==> config.mk <==
export PLATFORM = sky130hd
export DESIGN_NAME = reg_access_sequencer
export DESIGN_NICKNAME = d
export VERILOG_FILES = /design/src/rtl/reg_access_sequencer_pkg.sv /design/src/rtl/reg_access_sequencer_alu.sv /design/src/rtl/reg_access_sequencer.sv
export SDC_FILE = /design/constraint.sdc
export NUM_CORES = 1
export LEC_CHECK = 0
export CORE_MARGIN = 2
export CORE_UTILIZATION = 55
export CTS_BUF_LIST = sky130_fd_sc_hd__clkbuf_4 sky130_fd_sc_hd__clkbuf_8
export DETAILED_ROUTE_END_ITERATION = 7
export PLACE_DENSITY = 0.85
export SYNTH_ARGS = -nofsm -noshare
export SYNTH_HDL_FRONTEND = slang
export SYNTH_HIERARCHICAL = 1
export SYNTH_SLANG_ARGS = --single-unit
==> constraint.sdc <==
create_clock -name clk -period 4.45 [get_ports clk]
set_clock_uncertainty 0.15 [all_clocks]
set_input_delay 0.445 -clock clk [delete_from_list [all_inputs] [get_ports clk]]
set_output_delay 0.445 -clock clk [all_outputs]
set_load 0.01 [all_outputs]
==> src/rtl/reg_access_sequencer_pkg.sv <==
// Shared opcode and state encodings for the register-file access sequencer.
// Default widths for the top level and its ALU.
package reg_access_sequencer_pkg;

   localparam int DATA_W_DEF = 16;
   localparam int ADDR_W_DEF = 3;
   localparam int IMM_W_DEF  = 8;

   typedef enum logic [2:0] {
      OP_ADD = 3'b000,
      OP_SUB = 3'b001,
      OP_AND = 3'b010,
      OP_OR  = 3'b011,
      OP_XOR = 3'b100,
      OP_NOT = 3'b101,
      OP_MOV = 3'b110,
      OP_LDI = 3'b111
   } op_t;

   typedef enum logic [1:0] {
      ST_IDLE = 2'd0,
      ST_READ = 2'd1,
      ST_EXEC = 2'd2,
      ST_WB   = 2'd3
   } state_t;

endpackage

==> src/rtl/reg_access_sequencer_alu.sv <==
// Combinational ALU for the sequencer. The carry output is only meaningful
// for ADD (carry out) and SUB (borrow); it is 0 for every other opcode.
module seq_alu
   import reg_access_sequencer_pkg::*;
#(
   parameter int DATA_W = DATA_W_DEF,
   parameter int IMM_W  = IMM_W_DEF
) (
   input  op_t               op,
   input  logic [DATA_W-1:0] a,
   input  logic [DATA_W-1:0] b,
   input  logic [IMM_W-1:0]  imm,
   output logic [DATA_W-1:0] result,
   output logic              carry
);

   logic [DATA_W:0] wide;

   always_comb begin
      wide   = '0;
      result = '0;
      carry  = 1'b0;
      case (op)
         OP_ADD: begin
            wide   = {1'b0, a} + {1'b0, b};
            result = wide[DATA_W-1:0];
            carry  = wide[DATA_W];
         end
         // Bit DATA_W of the extended difference is set exactly when a < b.
         OP_SUB: begin
            wide   = {1'b0, a} - {1'b0, b};
            result = wide[DATA_W-1:0];
            carry  = wide[DATA_W];
         end
         OP_AND:  result = a & b;
         OP_OR:   result = a | b;
         OP_XOR:  result = a ^ b;
         OP_NOT:  result = ~a;
         OP_MOV:  result = a;
         OP_LDI:  result = {{(DATA_W-IMM_W){1'b0}}, imm};
         default: result = '0;
      endcase
   end

endmodule

==> src/rtl/reg_access_sequencer.sv <==
// Initiator for the internal register file: one instruction per four cycles,
// read -> execute -> write-back, with all strobes registered.
//
// state   | meaning
// IDLE    | in_ready=1, waiting for in_valid; latches the instruction
// READ    | en_reg=1, rA/rB presented, file registers regA/regB
// EXEC    | ALU works on regA/regB; result and flags registered
// WB      | regD_wr=1 and done=1 for one cycle
module reg_access_sequencer
   import reg_access_sequencer_pkg::*;
#(
   parameter int DATA_W = DATA_W_DEF,
   parameter int ADDR_W = ADDR_W_DEF,
   parameter int IMM_W  = IMM_W_DEF
) (
   input  logic              clk,
   input  logic              reset,
   input  logic              in_valid,
   output logic              in_ready,
   input  logic [2:0]        in_op,
   input  logic [ADDR_W-1:0] in_rd,
   input  logic [ADDR_W-1:0] in_ra,
   input  logic [ADDR_W-1:0] in_rb,
   input  logic [IMM_W-1:0]  in_imm,
   output logic              en_reg,
   output logic [ADDR_W-1:0] rA,
   output logic [ADDR_W-1:0] rB,
   input  logic [DATA_W-1:0] regA,
   input  logic [DATA_W-1:0] regB,
   output logic              regD_wr,
   output logic [ADDR_W-1:0] rD,
   output logic [DATA_W-1:0] regD,
   output logic              done,
   output logic [DATA_W-1:0] result,
   output logic              flag_z,
   output logic              flag_c
);

   state_t              state;
   op_t                 op_q;
   logic [ADDR_W-1:0]   rd_q;
   logic [IMM_W-1:0]    imm_q;
   logic [DATA_W-1:0]   alu_result;
   logic                alu_carry;

   assign in_ready = (state == ST_IDLE);

   seq_alu #(.DATA_W(DATA_W), .IMM_W(IMM_W)) u_alu (
      .op     (op_q),
      .a      (regA),
      .b      (regB),
      .imm    (imm_q),
      .result (alu_result),
      .carry  (alu_carry)
   );

   // rA/rB double as the latched source addresses; they only change on accept.
   always_ff @(posedge clk or posedge reset) begin
      if (reset) begin
         state   <= ST_IDLE;
         op_q    <= OP_ADD;
         rd_q    <= '0;
         imm_q   <= '0;
         en_reg  <= 1'b0;
         rA      <= '0;
         rB      <= '0;
         regD_wr <= 1'b0;
         rD      <= '0;
         regD    <= '0;
         done    <= 1'b0;
         result  <= '0;
         flag_z  <= 1'b0;
         flag_c  <= 1'b0;
      end else begin
         case (state)
            ST_IDLE: begin
               if (in_valid) begin
                  op_q   <= op_t'(in_op);
                  rd_q   <= in_rd;
                  imm_q  <= in_imm;
                  rA     <= in_ra;
                  rB     <= in_rb;
                  en_reg <= 1'b1;
                  state  <= ST_READ;
               end
            end
            ST_READ: begin
               en_reg <= 1'b0;
               state  <= ST_EXEC;
            end
            ST_EXEC: begin
               result  <= alu_result;
               flag_z  <= (alu_result == '0);
               flag_c  <= alu_carry;
               regD    <= alu_result;
               rD      <= rd_q;
               regD_wr <= 1'b1;
               done    <= 1'b1;
               state   <= ST_WB;
            end
            ST_WB: begin
               regD_wr <= 1'b0;
               done    <= 1'b0;
               state   <= ST_IDLE;
            end
            default: state <= ST_IDLE;
         endcase
      end
   end

endmodule
Word level (Yosys, flattened, before mapping)
Index checks and enable logic that the tools add are counted.
W data, S select, Z words.

operators by class
  reductions and logical operators = 7
  add/subtract/negate cells = 2
  bitwise gates (word level) = 4
  mux-type cells = 7
  equality and inequality tests = 11

operator list
  operator              number
  $pmux W16 S8          1
  $add A16 B16 Y17      1
  $sub A16 B16 Y17      1
  $and A16 B16 Y16      1
  $logic_not A16 Y1     1
  $not A16 Y16          1
  $or A16 B16 Y16       1
  $xor A16 B16 Y16      1
  $eq A3 B3 Y1 const B  4
  $pmux W2 S4           1
  $eq A3 B2 Y1 const B  2
  $pmux W1 S2           3
  $eq A2 B2 Y1 const B  2
  $reduce_and A2 Y1     2
  $reduce_bool A2 Y1    2
  $eq A3 B1 Y1 const B  1
  $logic_not A3 Y1      1
  $eq A2 B1 Y1 const B  1
  $logic_not A2 Y1      1
  $mux W2               1
  $ne A2 B2 Y1 const B  1
  $mux W1               1

storage, ports and cells
  register bits after elaboration = 45
  word-level logic and storage cells = 43
  input port bits = 55

Longest topological paths before layout
  word-level depth = 3
  depth in mapped cells = 14
  depth with buffers taken out = 14

Hierarchy
The synthesis kept the hierarchy.

modules (own cells, without submodules)
  module                cells an instance  area an instance (um^2)  sequential area each (um^2)  times used
  seq_alu               434                2871.5                   0.0                          1
  reg_access_sequencer  133                1945.6                   1126.1                       1

Least setup slack after synthesis
OpenSTA, ideal clock, no wires.

  path kind = input-to-reg
  start point = in regA[0]
  end point = reg flag_z
  path buffers = 0
  required time = 4.218 ns
  library setup time = 0.082 ns
  path slack = 1.544 ns
  arrival time = 2.673 ns
  stages = 12
  cell sequence = ha_1 > fa_1 > a21oi_2 > o211ai_1 > a21oi_1 > o211ai_2 > a311oi_1 > a2111oi_0 > a211o_1 > nor3_1 > nand3_1 > o22ai_1

on the way
  longest elaborated chain between the ends = 3

RTL lines
  item                                                         RTL line                                                        RTL
  start, declared                                              reg_access_sequencer.sv:28                                      input logic [DATA_W-1:0] regA,
  $sub A16 B16 Y17 / $add A16 B16 Y17 (equally long branches)  reg_access_sequencer_alu.sv:31, reg_access_sequencer_alu.sv:25
  $pmux W16 S8 (*)                                             reg_access_sequencer_alu.sv:23                                  case (op)
  net alu_result[12]                                           reg_access_sequencer.sv:43                                      logic [DATA_W-1:0] alu_result;
  $logic_not A16 Y1 (*)                                        reg_access_sequencer.sv:93                                      flag_z <= (alu_result == '0);
  end signal, assigned                                         reg_access_sequencer.sv:93
  end, declared                                                reg_access_sequencer.sv:35                                      output logic flag_z,

The timed path passes the listed nets; every way through them passes the cells marked *.
A chain may end at the register's enable or synchronous reset.

Final worst setup path
Same ends and word-level chain as after synthesis.

==> metrics.yaml <==
dieArea_sq_um: 9523
drive_above_1_share_pct: 12.06
routabilityCongestion: 0.9734
drv_cap: 0
p_leak_uw: 0.002553
routed_wl_um: 13220
critical_path_required_ns: 4.50
die_w_um: 97.59
hold_class: "register to register"
finalHoldViolations: 0
rsz0062_at_grt: "false"
regMostFlops: "result"
crit_type: "primary input to register"
design.core.area_sq_um: 8593
cts_tree: "yes"
clock-root-buffer: "clkbuf_8"
fin_cells: 738
cts_buffer_depth: 2
final_nets: 741
ys.flop_type: "dfrtp_1"
top_regs: "result x16, imm_q x8"
cts_buffers: 5
hold_buffers: 0
startpoint_type: "primary input"
antenna_found_initial: 0
vias: 4461
avgSynthCellArea_sq_um: 8.496
syn-instance-count: 567
clk_latency_ns: 0.29
cts.sinks: 45
rrSetupSlack_ns: 1.43
io_pins: 102
drcViolationCount: 0
powerDensity_nw_per_um2: 573.6
setup_viol: 0
path_max_fanout: 4
post_drt_wl_per_cell_um: 17.91
dp_slack_ns: 0.4683
critPathArrivalTime_ns: 3.77
syn_nets: 678
cts_setup_buffers: 0
via_per_inst: 6.045
drv_slew: 0
slew_headroom_pct: 31.53
power_uw: 3312
n_antenna_cell: 0
worstMarginPinSlew_ns: 1.027
grt_max_degree: 46
tns_ns: 0
postRouteAntennaNets: 0
largest_register_ffs: 16
dp.cells: 731
grt_use_total_pct: 27.29
status: "completed"
drt_pass1_iterations: 5
synth_edf_count: 0
synth_area_sq_um: 4817
die_h_um: 97.59
htreeDepth: 2
rows: 34
setup_ws_ns: 0.7301
drt_iter0_markers: 276
ir_worst_vdd_mv: 0.4597
endpoint_kind: "register"
start_util_pct: 56.06
synth_seq_cells: 45
ys_warn_count: 6
grt_pass1_wl_um: 21620
fmax_mhz: 268.8
yosysUniqueCellTypes: 75
fill_cells: 674
clk_pin_slew_ns: 0.08
place_hpwl_um: 10130
ys_seq_area_share_pct: 23.38
finalCritPeriodShare_pct: 83.59
final_util_pct: 67.18
port_buffers: 101
synthToLayoutAreaGrowth_pct: 19.84
cts_resized: 0
fin_crit_ns: 3.720
grt_pass1_vias: 4472
overflow: 0
async_reset_ff_share_pct: 100.0
stage by stage:
step	hold slack [ns]	cell area [sq um]
5_1_grt	0.3837	5773
4_1_cts	0.3652	5773
3_3_place_gp	0.3313	5683
2_1_floorplan	0.3199	4817
3_5_place_dp	0.3441	5683
6_report	0.3614	5773
cell families after synthesis:
logic type / after synthesis / share of synthesized area, %
muxes: 54 / 12.81
and+or+nand+nor: 134 / 13.92
xor gates and xnor gates: 9 / 1.636
AOI/OAI and AO/OA: 161 / 22.13
adders and majority gates: 56 / 14.86
buffers and inverters: 108 / 11.27
DFF: 45 / 23.38
cell usage in the layout, fill, tap and decap left out, drive strengths merged, types with 5 or more instances in the layout:
master,n
clkdlybuf4s50,101
inv,55
ha,54
nor2,45
dfrtp,45
o21ai,45
mux2,45
nand2,35
a21oi,33
o211ai,13
nor2b,11
nand3,9
a22oi,9
o31ai,8
mux2i,8
buf,7
xnor2,7
clkbuf,6
a21o,6
a31oi,6
a211oi,5
nor3,5
nor4,5
or3,5
critical path, cell delays in order:
cell and delay [ns]:
clkdlybuf4s50_1 0.46, ha_1 0.28, fa_1 0.44, a21oi_2 0.22
o211ai_1 0.12, a21oi_1 0.34, o211ai_2 0.20, a311oi_1 0.41
a2111oi_0 0.13, a211o_1 0.31, nor3_1 0.21, nand3_1 0.09
o22ai_1 0.12
synthesized netlist by cell type (4+ instances only):
cell type	n	area, sq um
o31ai_1	8	60.06
mux2i_1	8	80.08
buf_2	8	40.04
o211ai_1	12	90.09
clkbuf_1	15	56.30
a22oi_1	9	67.56
nor4_1	4	25.02
o22ai_1	4	25.02
dfrtp_1	45	1126
buf_6	7	78.83
inv_1	53	198.9
or3_1	4	25.02
nand2_1	34	127.6
nor2_1	45	168.9
o21ai_0	42	210.2
a31oi_1	6	37.54
nor2b_1	10	62.56
xnor2_1	7	61.31
nand3_1	9	45.04
nor3_1	4	20.02
a21o_1	6	45.04
mux2_2	41	461.7
a211oi_1	5	37.54
ha_1	54	675.7
buf_4	20	150.1
a21oi_1	31	155.2
layout make-up:
| type | instances | area, sq um | share of cell area [%] |
|---|---|---|---|
| inverters | 56 | 210.2 | 3.641 |
| repair buffers | 108 | 1064 | 18.42 |
| flip-flops and latches | 45 | 1126 | 19.51 |
| multi-input cells | 414 | 3148 | 54.53 |
| well taps | 108 | 135.1 | 2.341 |
| clock inverters | 1 | 7.507 | 0.1300 |
| clock buffers | 6 | 82.58 | 1.430 |
metal layers:
metal	global-route usage [%]	up-vias	wire, um
met3	4.101	30	729
li1	-	2103	-
met2	47.16	185	6621
met5	0	-	0
met1	34.32	2143	5461
met4	10.47	0	406
path summary, 6_finish.rpt:
kind / from / to / cells past startpoint
max: regA[0] / flag_z$_DFFE_PP0N_ / 13
min reg2reg: imm_q[6]$_DFFE_PP0P_ / imm_q[6]$_DFFE_PP0P_ / 1
max reg2reg: op_q[1]$_DFFE_PP0P_ / flag_z$_DFFE_PP0N_ / 7
max in group asynchronous: reset / result[14]$_DFFE_PP0N_ / 3
min in group asynchronous: reset / rD[1]$_DFFE_PP0N_ / 3
min: imm_q[6]$_DFFE_PP0P_ / imm_q[6]$_DFFE_PP0P_ / 1
report_power, final:
group          total, uW  internal (uW)  switching (uW)
clock                256            123             133
sequential           810            616             194
combinational       2250           1100            1150
total               3310           1840            1470
Power figures use the tool's default switching activity.
